## src/rtl/game_display_scan.sv

```systemverilog
// game_display_scan
// Time-multiplexed 8-digit seven-segment driver for the game core.
//   digits 7..4 : status word (PLAY / PASS / FAIL / ----)
//   digit  3    : difficulty + 1, decimal point lit
//   digit  2    : blank
//   digits 1..0 : move count (BCD tens / ones), 10..15 shown as E
// Inputs are snapshotted into shadow registers on the 7->0 slot wrap so that
// every frame is internally consistent. Win/lose screens blink.
// seg is active-high {dp,g,f,e,d,c,b,a}; dig_sel is one-hot active-low.
//
// Build option:
//   LEADING_ZERO_BLANK_EN - when defined, a tens digit of 0 is shown blank.

module game_display_scan #(
  parameter int SCAN_DIV   = 1,    // clocks per digit slot, 1..255
  parameter int BLINK_HALF = 250   // clocks per blink half-period, 1..1023
) (
  input  logic       clk_1kHz,
  input  logic       rst,
  input  logic [3:0] ones,
  input  logic [3:0] tens,
  input  logic [1:0] gameState,
  input  logic [1:0] gameDifficulty,
  output logic [7:0] seg,
  output logic [7:0] dig_sel
);

  localparam logic [7:0] SCAN_LAST  = 8'(SCAN_DIV - 1);
  localparam logic [9:0] BLINK_LAST = 10'(BLINK_HALF - 1);

  localparam logic [1:0] ST_LOSE = 2'd0;
  localparam logic [1:0] ST_WIN  = 2'd1;
  localparam logic [1:0] ST_PLAY = 2'd2;

  localparam logic [7:0] GL_BLANK = 8'h00;
  localparam logic [7:0] GL_DASH  = 8'h40;
  localparam logic [7:0] GL_E     = 8'h79;
  localparam logic [7:0] GL_P     = 8'h73;
  localparam logic [7:0] GL_L     = 8'h38;
  localparam logic [7:0] GL_A     = 8'h77;
  localparam logic [7:0] GL_Y     = 8'h6E;
  localparam logic [7:0] GL_S     = 8'h6D;
  localparam logic [7:0] GL_F     = 8'h71;
  localparam logic [7:0] GL_I     = 8'h06;
  localparam logic [7:0] DP_BIT   = 8'h80;

  // BCD digit to segment pattern; out-of-range codes render as E.
  function automatic logic [7:0] digit_glyph(input logic [3:0] v);
    logic [7:0] g;
    case (v)
      4'd0:    g = 8'h3F;
      4'd1:    g = 8'h06;
      4'd2:    g = 8'h5B;
      4'd3:    g = 8'h4F;
      4'd4:    g = 8'h66;
      4'd5:    g = 8'h6D;
      4'd6:    g = 8'h7D;
      4'd7:    g = 8'h07;
      4'd8:    g = 8'h7F;
      4'd9:    g = 8'h6F;
      default: g = GL_E;
    endcase
    return g;
  endfunction

  // Win and lose are the two blinking screens.
  function automatic logic is_blink_state(input logic [1:0] st);
    return (st == ST_LOSE) || (st == ST_WIN);
  endfunction

  // Status-word letter; pos 3 is the leftmost digit (7), pos 0 is digit 4.
  function automatic logic [7:0] status_glyph(input logic [1:0] st,
                                              input logic [1:0] pos);
    logic [7:0] g;
    case (st)
      ST_PLAY: begin
        case (pos)
          2'd3:    g = GL_P;
          2'd2:    g = GL_L;
          2'd1:    g = GL_A;
          2'd0:    g = GL_Y;
          default: g = GL_DASH;
        endcase
      end
      ST_WIN: begin
        case (pos)
          2'd3:    g = GL_P;
          2'd2:    g = GL_A;
          2'd1:    g = GL_S;
          2'd0:    g = GL_S;
          default: g = GL_DASH;
        endcase
      end
      ST_LOSE: begin
        case (pos)
          2'd3:    g = GL_F;
          2'd2:    g = GL_A;
          2'd1:    g = GL_I;
          2'd0:    g = GL_L;
          default: g = GL_DASH;
        endcase
      end
      default: g = GL_DASH;
    endcase
    return g;
  endfunction

  logic [7:0] presc_r;
  logic [2:0] slot_r;
  logic [9:0] blink_cnt_r;
  logic       blink_on_r;
  logic [3:0] sh_ones_r;
  logic [3:0] sh_tens_r;
  logic [1:0] sh_state_r;
  logic [1:0] sh_diff_r;
  logic [7:0] seg_r;
  logic [7:0] dig_sel_r;

  logic       presc_wrap_s;
  logic       frame_wrap_s;
  logic       blink_wrap_s;
  logic       blink_restart_s;
  logic       blank_s;
  logic [7:0] glyph_s;
  logic [7:0] scan_sel_s;

  assign presc_wrap_s    = (presc_r == SCAN_LAST);
  assign frame_wrap_s    = presc_wrap_s && (slot_r == 3'd7);
  assign blink_wrap_s    = (blink_cnt_r == BLINK_LAST);
  // Entering win/lose from a different state restarts on a visible half.
  assign blink_restart_s = frame_wrap_s && is_blink_state(gameState) &&
                           (gameState != sh_state_r);
  assign blank_s         = is_blink_state(sh_state_r) && !blink_on_r;
  assign scan_sel_s      = ~(8'd1 << slot_r);

  // Prescaler and slot index: advance one digit every SCAN_DIV clocks.
  always_ff @(posedge clk_1kHz) begin
    if (rst) begin
      presc_r <= 8'd0;
      slot_r  <= 3'd0;
    end else if (presc_wrap_s) begin
      presc_r <= 8'd0;
      slot_r  <= slot_r + 3'd1;
    end else begin
      presc_r <= presc_r + 8'd1;
      slot_r  <= slot_r;
    end
  end

  // Shadow registers: sample the game inputs once per frame on the 7->0 wrap.
  always_ff @(posedge clk_1kHz) begin
    if (rst) begin
      sh_ones_r  <= 4'd0;
      sh_tens_r  <= 4'd0;
      sh_state_r <= ST_PLAY;
      sh_diff_r  <= 2'd0;
    end else if (frame_wrap_s) begin
      sh_ones_r  <= ones;
      sh_tens_r  <= tens;
      sh_state_r <= gameState;
      sh_diff_r  <= gameDifficulty;
    end else begin
      sh_ones_r  <= sh_ones_r;
      sh_tens_r  <= sh_tens_r;
      sh_state_r <= sh_state_r;
      sh_diff_r  <= sh_diff_r;
    end
  end

  // Blink timer: free-running half-period counter with a restart on entry.
  always_ff @(posedge clk_1kHz) begin
    if (rst) begin
      blink_cnt_r <= 10'd0;
      blink_on_r  <= 1'b1;
    end else if (blink_restart_s) begin
      blink_cnt_r <= 10'd0;
      blink_on_r  <= 1'b1;
    end else if (blink_wrap_s) begin
      blink_cnt_r <= 10'd0;
      blink_on_r  <= ~blink_on_r;
    end else begin
      blink_cnt_r <= blink_cnt_r + 10'd1;
      blink_on_r  <= blink_on_r;
    end
  end

  // Slot decode: choose the glyph for the current slot from shadow values.
  always_comb begin
    glyph_s = GL_BLANK;
    case (slot_r)
      3'd0: glyph_s = digit_glyph(sh_ones_r);
      3'd1: begin
`ifdef LEADING_ZERO_BLANK_EN
        if (sh_tens_r == 4'd0) begin
          glyph_s = GL_BLANK;
        end else begin
          glyph_s = digit_glyph(sh_tens_r);
        end
`else
        glyph_s = digit_glyph(sh_tens_r);
`endif
      end
      3'd2: glyph_s = GL_BLANK;
      3'd3: glyph_s = digit_glyph({2'b00, sh_diff_r} + 4'd1) | DP_BIT;
      3'd4, 3'd5, 3'd6, 3'd7: glyph_s = status_glyph(sh_state_r, slot_r[1:0]);
      default: glyph_s = GL_BLANK;
    endcase
  end

  // Output stage: segment pattern and digit select always change together.
  always_ff @(posedge clk_1kHz) begin
    if (rst) begin
      seg_r     <= GL_BLANK;
      dig_sel_r <= 8'hFF;
    end else if (blank_s) begin
      seg_r     <= GL_BLANK;
      dig_sel_r <= 8'hFF;
    end else begin
      seg_r     <= glyph_s;
      dig_sel_r <= scan_sel_s;
    end
  end

  assign seg     = seg_r;
  assign dig_sel = dig_sel_r;

endmodule

```

## config.mk

```make
export PLATFORM = sky130hd
export DESIGN_NAME = game_display_scan
export DESIGN_NICKNAME = d
export VERILOG_FILES = /design/src/rtl/game_display_scan.sv
export SDC_FILE = /design/constraint.sdc
export NUM_CORES = 1
export LEC_CHECK = 0
export BUFFER_PORTS_ARGS = -buffer_cell sky130_fd_sc_hd__buf_2
export CORE_ASPECT_RATIO = 1.1
export CORE_MARGIN = 5
export CORE_UTILIZATION = 59
export CTS_CLUSTER_DIAMETER = 80
export DETAILED_ROUTE_END_ITERATION = 10
export GPL_TIMING_DRIVEN = 0
export PLACE_DENSITY = 0.79
export REMOVE_ABC_BUFFERS = 1
export SKIP_LAST_GASP = 1
export SLEW_MARGIN = 20
export SYNTH_ARGS = -nofsm -noshare
export SYNTH_HDL_FRONTEND = slang
export SYNTH_SLANG_ARGS = --single-unit
```

## constraint.sdc

```tcl
create_clock -name clk_1kHz -period 3.9 [get_ports clk_1kHz]
set_clock_uncertainty 0.05 [all_clocks]
set_input_delay 0.195 -clock clk_1kHz [delete_from_list [all_inputs] [get_ports clk_1kHz]]
set_output_delay 0.195 -clock clk_1kHz [all_outputs]
set_load 0.005 [all_outputs]
```

Word level (Yosys, flattened, before mapping)

Memory sizes are Yosys's and may differ from the RTL's. A register that Yosys moved wholly into a read port is not among the register bits.
Index checks and enable logic that the tools add are counted.

Bits in writable memories: 0
Bits in read-only memories: 336
Word-level logic and storage cells: 62
Flip-flop bits (word level): 50
Bits in latches: 0
Input port bits: 14
Output and inout bits: 16
Memories kept: 3

Reduce and logical (&&, ||, !) cells: 18
Bitwise gates (word level): 2
$lt $le $gt $ge: 0
Multiply operators: 0
Multiplexer cells: 9
Div/mod/pow operators: 0
Shift-type cells: 1
Equal/unequal tests: 15
$add $sub $neg: 4

Memories:

| memory          | depth | width | rd ports | clocked after Yosys merged registers in | write ports | line | source |
|---|---|---|---|---|---|---|---|
| (no name shown) | 16    | 7     | 1        | 1                                       | 0           | 50   | `case (v)` |
| (no name shown) | 16    | 7     | 1        | 1                                       | 0           | 50   |  |
| (no name shown) | 16    | 7     | 1        | 0                                       | 0           | 50   |  |

Operators with widths:

| kind                  | count |
|---|---|
| $pmux 8 s4            | 2 |
| $pmux 8 s3            | 2 |
| $pmux 8 s5            | 1 |
| $mux 4                | 4 |
| $eq 3x3->1 const B    | 4 |
| $add 10x1->10 const B | 1 |
| $eq 10x8->1 const B   | 1 |
| $add 8x1->8 const B   | 1 |
| $logic_not 8->1       | 1 |
| $not 8->8             | 1 |
| $reduce_or 2->1       | 4 |
| $shl 1x3->8 const A   | 1 |
| $eq 2x1->1 const B    | 3 |
| $eq 2x2->1 const B    | 3 |
| $eq 3x2->1 const B    | 2 |
| $logic_not 2->1       | 3 |
| $logic_and 1x1->1     | 4 |
| $reduce_or 4->1       | 1 |
| $add 2x1->3 const B   | 1 |
| $add 3x1->3 const B   | 1 |
| $eq 3x1->1 const B    | 1 |
| $logic_not 3->1       | 1 |
| $reduce_or 3->1       | 1 |
| $logic_or 1x1->1      | 2 |
| other kinds (3)       | 3 |

Depth between registers and ports, before layout

Depth after elaboration: 5
Gate-level depth with buffers: 12
Mapped depth without buffers: 11

Worst setup path before layout

Ideal clock, no wire load.

Path type: reg2reg
Start point: register slot_r[1]
End point: register (tool-made name)
Stages on the path, launching flop included: 12
Library setup time: 0.121 ns
Path buffers: 1
Required time: 3.729 ns
Setup slack: 0.904 ns
Arrival time: 2.825 ns
Period minus slack after synthesis: 2.996 ns
Cells stage by stage: dfxtp_1 > ha_1 > ha_1 > or4bb_4 > nor2_8 > buf_6 > nand2_1 > a21oi_1 > inv_1 > ha_1 > o311a_1 > mux2_2

RTL lines:

| what                     | line | source |
|---|---|---|
| start: declaration       | 109  | `logic [2:0] slot_r;` |
| start signal: assignment | 143  | `slot_r <= slot_r + 3'd1;` |
| start signal: assignment | 146  | `slot_r <= slot_r;` |

==> results.sh <==
export IMPL_outcome="finished, final reports clean"
export IMPL_seq_area_frac_synth=0.410
export IMPL_hold_viol=0
export IMPL_die_area_um2=6850
export IMPL_critPathLaunchType="flip-flop"
export IMPL_drt_wirelength_per_cell_um=13.6
export IMPL_hold_buffers=0
export IMPL_yosysTopAreaCell="dfxtp_1"
export IMPL_ios=30
export IMPL_async_flop_share=0
export IMPL_multi_input_area_um2=1710
export IMPL_met2_usage=0.297
export IMPL_met1_usage=0.244
export IMPL_row_count=27
export IMPL_die_height_um=86.3
export IMPL_grt_first_pass_wirelength_um=10100
export IMPL_antenna_found_initial=0
export IMPL_grt_use_total=0.190
export IMPL_grt_busiest_layer="met2"
export IMPL_ir_drop_v=0.000205
export IMPL_cp_required_ps=4080
export IMPL_cap_viol_max_count=0
export IMPL_cts_inserted_buffers=9
export IMPL_synth_top_cell_area_share=0.410
export IMPL_dr_total_vias=2465
export IMPL_placed_area_um2=3280
export IMPL_drive_gt1_frac=0.168
export IMPL_ys_warn_count=0
export IMPL_p_leak_nw=1.44
export IMPL_grt_setup_unrepaired="false"
export IMPL_design_area_um2=3450
export IMPL_route_detailed_vias_per_inst=5.60
export IMPL_grt_overflow_total=0
export IMPL_clk_pin_slew_ps=70
export IMPL_firstDrtPassIters=5
export IMPL_initial_core_util=0.617
export IMPL_fill_cells=413
export IMPL_syn_avg_cell_area_um2=8.88
export IMPL_use_met3=0.0374
export IMPL_fin_crit_sh=0.866
export IMPL_ys_types=50
export IMPL_tns_ps=0
export IMPL_tightestPinTransition_ps=671
export IMPL_synth_main_ff_cell="dfxtp_1"
export IMPL_crit_fanout=16
export IMPL_synth_area_leaders="dfxtp_1, ha_1, nand2_1, nor2_1, a21oi_1"
export IMPL_root_buffer="clkbuf_8"
export IMPL_cts_tree="built"
export IMPL_synth_edff_count=0
export IMPL_num_nets_final=420
export IMPL_power_density_nw_per_um2=377
export IMPL_maxSlewHeadroom=0.551
export IMPL_clockBufferDepth=2
export IMPL_critPathKind="flip-flop to flip-flop"
export IMPL_synthCells=352
export IMPL_synthesis_area_um2=3130
export IMPL_clk_latency_ps=340
export IMPL_layout_min_cycle_time_ps=3380
export IMPL_worstPathArrival_ps=3560
export IMPL_fmax_mhz=296
export IMPL_syn2layout_area_growth_pct=10.4
export IMPL_cts_setup_buffers=0
export IMPL_diodes=0
export IMPL_port_buffers=29
export IMPL_core_area_um2=5070
export IMPL_htree_levels=3
export IMPL_finalWirelength_um=5990
export IMPL_setup_violations_final=0
export IMPL_post_dp_hpwl_um=4340
export IMPL_grt_pass1_vias=2225
export IMPL_first_iter_violations=205
export IMPL_ys_ff_latch=64
export IMPL_gp_congestion=0.983
export IMPL_cts_resized_gates=0
export IMPL_regArea_um2=1280
export IMPL_drv_slew=0
export IMPL_hold_path_class="input port to flip-flop"
export IMPL_die_x_um=79.4
export IMPL_drc=0
export IMPL_hold_slack_ps=29.1
export IMPL_crit_path_end_kind="flip-flop"
export IMPL_postRouteAntennaNets=0
export IMPL_grt_max_degree=33
export IMPL_clock_sinks=64
[cells in the final DEF (no fill, tap or decap), drive strengths merged, types with 4 or more instances in the layout]
cell type	count
mux2	4
nor2	34
and3	4
clkbuf	10
dfxtp	64
xor2	10
xnor2	5
nand2	42
a21oi	28
a21o	11
buf	29
nand3	21
nor2b	6
inv	20
ha	29
o21ai	17
clkinv	4
[cells in the mapped netlist (all sizes together), types with 5 or more instances]
cell and number:
o21ai 17, a21o 11, nor2 34, nand3 21, inv 20, nand2 42
dfxtp 64, xnor2 5, xor2 10, ha 29, a21oi 28, nor2b 6
clkbuf 13
[report_power, final]
| group | switching (mW) | internal [mW] | total (mW) |
|---|---|---|---|
| Combinational | 0.0672 | 0.0479 | 0.115 |
| Sequential | 0.0111 | 0.673 | 0.684 |
| Clock | 0.259 | 0.243 | 0.502 |
| Total | 0.337 | 0.964 | 1.30 |
[cell families after synthesis]
| kind of cell | count (synthesis) | share of synthesized area |
|---|---|---|
| AO/OA/AOI/OAI | 76 | 0.155 |
| XOR/XNOR | 15 | 0.0420 |
| adder cells (fa/ha/maj) | 29 | 0.116 |
| buffers and inverters | 35 | 0.0444 |
| flip-flops | 64 | 0.410 |
| multiplexers | 7 | 0.0264 |
| AND/OR/NAND/NOR | 126 | 0.206 |
[worst max-delay path, cell delays in order (launching register included)]
cell	delay, ps
dfxtp_1	420
ha_1	230
ha_1	320
or4bb_4	620
nor2_8	260
nand2_1	110
a21oi_1	280
inv_1	160
ha_1	220
o311a_1	330
mux2_2	260
[area by class of cell]
| cell class | instances | share of cell area |
|---|---|---|
| Timing Repair Buffer | 29 | 0.0420 |
| Sequential cell | 64 | 0.371 |
| Tap cell | 58 | 0.0210 |
| Multi-Input combinational cell | 253 | 0.494 |
| Clock inverter | 6 | 0.0101 |
| Clock buffer | 10 | 0.0399 |
| Inverter | 20 | 0.0217 |
[metrics by stage]
stage / util / setup slack (ps) / cells / power (mW)
2_1_floorplan: - / 960 / 337 / 0.769
3_3_place_gp: 0.647 / 596 / 424 / 0.808
3_5_place_dp: 0.647 / 538 / 424 / 0.812
4_1_cts: 0.681 / 506 / 440 / 1.31
5_1_grt: 0.681 / 319 / 440 / 1.36
6_report: 0.681 / 524 / 440 / 1.30
[layer usage]
| metal | part of all wire | up-vias |
|---|---|---|
| li1 | - | 1255 |
| met2 | 0.46 | 69 |
| met1 | 0.46 | 1124 |
| met3 | 0.046 | 17 |
| met4 | 0.034 | 0 |
| met5 | 0 | - |
[path summary, 6_finish.rpt]
kind / endpoint / startpoint / slack [ps] / cells past startpoint
worst max-delay path: flip-flop / slot_r[1]$_SDFFE_PP0N_ / 520 / 10
worst min-delay path: sh_state_r[1]$_SDFFE_PP1N_ / gameState[1] / 30 / 2
worst max register to register: flip-flop / slot_r[1]$_SDFFE_PP0N_ / 520 / 10
worst min register to register: sh_tens_r[0]$_SDFFE_PP0N_ / sh_tens_r[0]$_SDFFE_PP0N_ / 430 / 2
Power figures use the tool's default switching activity.
